File: src/rtl/ram_w_reader_pkg.sv
// Shared types for the weight-RAM read sequencer: FSM states, default geometry
// and the tagged word that travels through the output buffer.
package ram_w_reader_pkg;

  localparam int WEIGHT_WIDTH = 16;
  localparam int WADDR_SIZE   = 6;
  localparam int WMEM_LENGTH  = 48;

  typedef enum logic [1:0] {
    S_IDLE,
    S_ISSUE,
    S_DRAIN
  } rd_state_t;

  // eoj marks the final word of the whole job and is only ever set together with last
  typedef struct packed {
    logic [WEIGHT_WIDTH-1:0] data;
    logic                    last;
    logic                    eoj;
  } w_tag_t;

endpackage

File: src/rtl/ram_w_rd_fifo.sv
// Synchronous skid FIFO of tagged weight words; head is shown combinationally,
// and push+pop on a full FIFO is accepted.
module ram_w_rd_fifo
  import ram_w_reader_pkg::*;
#(
  parameter  int DEPTH = 4,
  localparam int PW    = $clog2(DEPTH)
) (
  input  logic          clk,
  input  logic          rst,
  input  logic          push,
  input  w_tag_t        push_tag,
  input  logic          pop,
  output w_tag_t        head,
  output logic          valid,
  output logic [PW:0]   count
);

  w_tag_t        mem [DEPTH];
  logic [PW-1:0] wr_ptr;
  logic [PW-1:0] rd_ptr;
  logic          do_push;
  logic          do_pop;

  assign do_pop  = pop && (count != '0);
  assign do_push = push && ((count != (PW+1)'(DEPTH)) || do_pop);
  assign valid   = (count != '0);
  assign head    = mem[rd_ptr];

  // NOTE: storage has no reset; the count gates every read, so stale entries are never observed.
  always_ff @(posedge clk) begin
    if (do_push) mem[wr_ptr] <= push_tag;
  end

  always_ff @(posedge clk or posedge rst) begin
    if (rst) begin
      wr_ptr <= '0;
      rd_ptr <= '0;
      count  <= '0;
    end else begin
      if (do_push) wr_ptr <= wr_ptr + 1'b1;
      if (do_pop)  rd_ptr <= rd_ptr + 1'b1;
      case ({do_push, do_pop})
        2'b10:   count <= count + 1'b1;
        2'b01:   count <= count - 1'b1;
        default: count <= count;
      endcase
    end
  end

endmodule

File: src/rtl/ram_w_reader.sv
// Weight-RAM read sequencer: walks a tile cfg_repeat times, absorbs the 1-cycle
// RAM latency and streams tagged words through a credit-guarded skid FIFO.
module ram_w_reader
  import ram_w_reader_pkg::*;
#(
  parameter int DATA_WIDTH = WEIGHT_WIDTH,
  parameter int ADDR_SIZE  = WADDR_SIZE,
  parameter int MEM_LENGTH = WMEM_LENGTH,
  parameter int FIFO_DEPTH = 4
) (
  input  logic                  clk,
  input  logic                  rst,
  input  logic                  start,
  input  logic [ADDR_SIZE-1:0]  cfg_base,
  input  logic [ADDR_SIZE-1:0]  cfg_len,
  input  logic [7:0]            cfg_repeat,
  output logic                  busy,
  output logic                  done,
  output logic                  ram_ena,
  output logic                  ram_wea,
  output logic [ADDR_SIZE-1:0]  ram_addra,
  output logic [DATA_WIDTH-1:0] ram_dina,
  input  logic [DATA_WIDTH-1:0] ram_douta,
  output logic                  m_valid,
  input  logic                  m_ready,
  output logic [DATA_WIDTH-1:0] m_data,
  output logic                  m_last,
  output logic                  m_end
);

  localparam int                   CW        = $clog2(FIFO_DEPTH) + 1;
  localparam logic [ADDR_SIZE-1:0] ADDR_LAST = ADDR_SIZE'(MEM_LENGTH - 1);

  rd_state_t             state, state_nx;
  logic [ADDR_SIZE-1:0]  base_q, len_q, addr_q, word_q;
  logic [7:0]            rep_q, pass_q;
  logic                  inflight_q, tag_last_q, tag_end_q, done_q;
  logic [CW-1:0]         fifo_count;
  logic                  fifo_valid, pop, credit, issue;
  logic                  word_last, pass_last, drain_done, start_ok, start_nil;
  w_tag_t                head, push_tag;

  assign pop        = fifo_valid && m_ready;
  // A word popped this cycle frees its slot before the new read lands.
  assign credit     = (int'(fifo_count) + int'(inflight_q)) < (FIFO_DEPTH + int'(pop));
  assign issue      = (state == S_ISSUE) && credit;
  assign word_last  = (word_q == len_q - 1'b1);
  assign pass_last  = (pass_q == rep_q - 8'd1);
  assign start_ok   = (state == S_IDLE) && start && (cfg_len != '0) && (cfg_repeat != '0);
  assign start_nil  = (state == S_IDLE) && start && ((cfg_len == '0) || (cfg_repeat == '0));
  assign drain_done = (state == S_DRAIN) && !inflight_q &&
                      ((fifo_count == '0) || ((fifo_count == CW'(1)) && pop));

  // NOTE: every output of this block is assigned a default first so no latch is inferred.
  always_comb begin
    state_nx = state;
    unique case (state)
      S_IDLE:  if (start_ok) state_nx = S_ISSUE;
      S_ISSUE: if (issue && word_last && pass_last) state_nx = S_DRAIN;
      S_DRAIN: if (drain_done) state_nx = S_IDLE;
      default: state_nx = S_IDLE;
    endcase
  end

  // NOTE: sequential state uses non-blocking assignments so all registers update from pre-edge values.
  always_ff @(posedge clk or posedge rst) begin
    if (rst) begin
      state      <= S_IDLE;
      base_q     <= '0;
      len_q      <= '0;
      rep_q      <= '0;
      addr_q     <= '0;
      word_q     <= '0;
      pass_q     <= '0;
      inflight_q <= 1'b0;
      tag_last_q <= 1'b0;
      tag_end_q  <= 1'b0;
      done_q     <= 1'b0;
    end else begin
      state      <= state_nx;
      done_q     <= drain_done || start_nil;
      inflight_q <= issue;
      tag_last_q <= issue && word_last;
      tag_end_q  <= issue && word_last && pass_last;
      if (start_ok) begin
        base_q <= cfg_base;
        len_q  <= cfg_len;
        rep_q  <= cfg_repeat;
        addr_q <= cfg_base;
        word_q <= '0;
        pass_q <= '0;
      end else if (issue) begin
        if (word_last) begin
          word_q <= '0;
          addr_q <= base_q;
          pass_q <= pass_q + 8'd1;
        end else begin
          word_q <= word_q + 1'b1;
          addr_q <= (addr_q == ADDR_LAST) ? '0 : addr_q + 1'b1;
        end
      end
    end
  end

  always_comb begin
    push_tag      = '0;
    push_tag.data = ram_douta;
    push_tag.last = tag_last_q;
    push_tag.eoj  = tag_end_q;
  end

  ram_w_rd_fifo #(.DEPTH(FIFO_DEPTH)) u_fifo (
    .clk      (clk),
    .rst      (rst),
    .push     (inflight_q),
    .push_tag (push_tag),
    .pop      (pop),
    .head     (head),
    .valid    (fifo_valid),
    .count    (fifo_count)
  );

  assign busy      = (state != S_IDLE);
  assign done      = done_q;
  assign ram_ena   = issue;
  assign ram_wea   = 1'b0;
  assign ram_addra = addr_q;
  assign ram_dina  = '0;
  assign m_valid   = fifo_valid;
  assign m_data    = head.data;
  assign m_last    = fifo_valid && head.last;
  assign m_end     = fifo_valid && head.eoj;

endmodule

File: config.mk
export PLATFORM = sky130hd
export DESIGN_NAME = ram_w_reader
export DESIGN_NICKNAME = d
export VERILOG_FILES = /design/src/rtl/ram_w_reader_pkg.sv /design/src/rtl/ram_w_rd_fifo.sv /design/src/rtl/ram_w_reader.sv
export SDC_FILE = /design/constraint.sdc
export NUM_CORES = 1
export LEC_CHECK = 0
export ABC_AREA = 1
export CORE_MARGIN = 10
export CORE_UTILIZATION = 45
export DETAILED_ROUTE_END_ITERATION = 8
export PLACE_DENSITY_LB_ADDON = 0.05
export SLEW_MARGIN = 20
export SYNTH_ARGS = -nofsm -noshare
export SYNTH_HDL_FRONTEND = slang
export SYNTH_SLANG_ARGS = --single-unit
File: constraint.sdc
create_clock -name clk -period 6.3 [get_ports clk]
set_input_delay 1.89 -clock clk [delete_from_list [all_inputs] [get_ports clk]]
set_output_delay 1.89 -clock clk [all_outputs]
set_load 0.02 [all_outputs]
==> results.ini <==
[run_status]
status = completed

[cells_and_area]
postLayoutCoreUtil_pct = 55.8
diodes = 0
nets = 741
postLayoutCellArea_sq_um = 7360
final_layout_size_suffix_gt1_share_pct = 7.31
fillers = 1191
flow.area_growth_from_synthesis_pct = 22.0
layout.cells.non_filler = 874

[worst_setup_path]
crit_buf_inv = 3
path_max_fanout = 7
cpMostUsedCell = clkdlybuf4s50_1
critical_path.max_stage_delay_ps = 680
crit_end = ram_ena
cp.depth = 6
r2r_end = ram_addra[0]
reg2reg_setup_slack_ps = 3770
startpoint_type = primary input
timing.setup.critical_path_class = primary input to primary output
reg2reg_from = state[1]
endpoint_kind = primary output
critical_path.cell_chain = clkdlybuf4s50_1 > inv_1 > nor2_8 > nand2_2 > a21oi_4 > clkdlybuf4s50_1
worst_ep_arrival_time_ps = 3660
crit_path_top_delay_cell = clkdlybuf4s50_1
data_required_time_of_the_worst_path_ps = 4410
r2r_cells = 10
cp-startpoint = m_ready
crit_family = buffers and inverters

[synth]
synth.most_common_cell = nor2_1
yosys.area.top_type = edfxtp_1
synth_common_cells = nor2_1, nand2_1, edfxtp_1
fraction_of_synthesized_cell_area_taken_by_the_top_area_cell_type_pct = 35.8
synthesis.area_per_instance_sq_um = 9.86
ys_seq_area_share_pct = 57.8
synth-warning-count = 0
postSynthCellCount = 612
post_synth_instance_area_sq_um = 6030
synth-async-reset-ratio_pct = 42.4
synth_top_flop_cell = edfxtp_1
synth-edff-count = 72
post_synth_main_area_contributors = edfxtp_1, dfrtp_1, nor2_1
netlist-cell-type-count = 38
synth_seq_cells = 125

[floorplanning]
coreArea_sq_um = 13200
floorplan.initialDensity_pct = 45.7
die_width_microns = 136
placementRows = 42
floorplan.die.height_microns = 136
dieArea_sq_um = 18400
ioPinCount = 85

[cts]
cts.clk_slew.worst_paths_ps = 50
cts_hold_buf = 0
clk_root_buffer_cell = clkbuf_16
cts_post_setup_buffers_inserted = 0
clk_latency_ps = 410
htree_num_levels = 4
tritoncts = yes
postCtsResizedCells = 0
clock_sinks = 125
numCtsBuffers = 17
clockBufferDepth = 2

[sta]
hold_slack_ps = 495
final_period_minus_worst_setup_slack_ps = 5550
relSlewSlack_pct = 36.6
worstMarginPinSlew_ps = 945
rsz0062_at_grt = false
final-setup-viol-count = 0
timing_max_transition_violations_final = 0
clock-skew-final_ps = 4.63
setup_slack_ps = 753
clock.fmax_ghz = 0.180
post_route_setup_tns_ps = 0
hold_violations = 0
fin_crit_sh_pct = 88.1

[power_and_ir_drop]
design_power_mw = 3.95
power.density_nw_per_um2 = 537
cellLeakagePower_nw = 3.06
worst_ir_drop_vdd_mv = 0.279

[detailed_routing]
dr.first_iter.drc_count = 208
post_drt_wl_per_cell_microns = 14.9
detail_route.wirelength_microns = 13000
first_pass_iters = 4
vias = 4321
antenna_violating_nets_post_route = 0
post-route-drc-count = 0
detail_route.vias_per_cell = 4.94

[placement]
gp_congestion = 0.827
postPlaceCellArea_sq_um = 6800
dp_hpwl_microns = 8780
dp.cells = 842
port-buffer-count = 67
preCtsSetupSlack_ps = 737

[hold_path]
worstHoldPathType = flop to flop

[global_route]
total_overflow_reported_by_the_global_router = 0
number_of_antenna_violations_at_the_first_check_in_global_routing = 0
track_usage_pct = 14.9
pin_count_of_the_biggest_net_entering_global_routing = 54
grt_pass1_vias = 4466
global_route_wire_length_before_repair_microns = 21800

[job]
max_cap_violations = 0

==> logic make-up after synthesis <==
kind of cell,count (synthesis),synth area share (%)
AO/OA/AOI/OAI,105,9.44
buffers and inverters,98,7.71
adder cells (fa/ha/maj),16,3.32
AND/OR/NAND/NOR,241,17.9
other,1,0.0622
XOR/XNOR,26,3.77
flip-flops,125,57.8
==> registers in the layout (all words and copies together) (netlist names) <==
| signal | cells |
|---|---|
| len_q | 6 |
| ram_addra | 6 |
| done | 1 |
| u_fifo.mem | 72 |
| u_fifo.count | 3 |
| word_q | 6 |
| tag_last_q | 1 |
| state | 2 |
| base_q | 6 |
| u_fifo.wr_ptr | 2 |
| u_fifo.rd_ptr | 2 |
| pass_q | 8 |
| tag_end_q | 1 |
| inflight_q | 1 |
| rep_q | 8 |
==> tightest hold or removal path, stage by stage (launching register included) <==
cell	delay (ps)
dfrtp_1	360
nand2_1	60
nand2_1	50
==> report_power, final <==
group	internal [mW]	switching, mW
sequential	1.15	0.178
combinational	0.658	1.05
clock	0.575	0.343
total	2.38	1.57
==> worst min path at each step <==
stage                          start          endpoint  cells past startpoint  slack (ps)
after detailed placement    len_q[5]          len_q[5]                      2         480
final                       len_q[5]          len_q[5]                      2         500
after CTS                   len_q[5]          len_q[5]                      2         490
after floorplan            tag_end_q  u_fifo.mem[0][0]                      0         450
after global placement    tag_last_q  u_fifo.mem[0][1]                      0         470
after global routing        len_q[5]          len_q[5]                      2         530
==> layout by cell type (no fill, tap or decap), types with 2 or more instances in the layout <==
cell / Yosys / routed
dfrtp_1: 53 / 53
nor3_1: 4 / 4
nand3_1: 38 / 38
ha_1: 16 / 16
nand4_1: 11 / 11
clkbuf_1: 8 / 2
edfxtp_1: 72 / 72
clkinvlp_4: 0 / 3
xor2_1: 19 / 19
buf_4: 18 / 6
o22ai_1: 20 / 20
o21ai_1: 5 / 5
nor2_4: 4 / 4
xnor2_1: 7 / 7
inv_2: 4 / 5
o21ai_0: 61 / 61
clkdlybuf4s50_1: 0 / 67
a21oi_1: 15 / 15
conb_1: 1 / 17
bufinv_16: 0 / 2
inv_1: 57 / 56
clkinv_1: 1 / 6
nand2_2: 3 / 3
clkbuf_16: 0 / 17
nand2_1: 86 / 86
nor2_1: 87 / 87
==> area by class of cell <==
cell class,count,area (sq um),area share [%]
clock buffer,19,433,5.88
timing repair buffer,73,716,9.72
sequential,125,3490,47.4
inverter,63,239,3.25
tap,176,220,2.99
clock inverter,13,124,1.68
multi-input combinational,405,2140,29.1
==> per-layer routing <==
| layer | global-route usage, % | up-vias | routed length [microns] |
|---|---|---|---|
| met1 | 17.1 | 2056 | 5610 |
| met5 | 0 | - | 0 |
| met4 | 5.50 | 0 | 153 |
| li1 | - | 2174 | - |
| met2 | 25.8 | 79 | 6620 |
| met3 | 4.08 | 12 | 616 |
No activity file was read; power rests on OpenSTA's default activity.
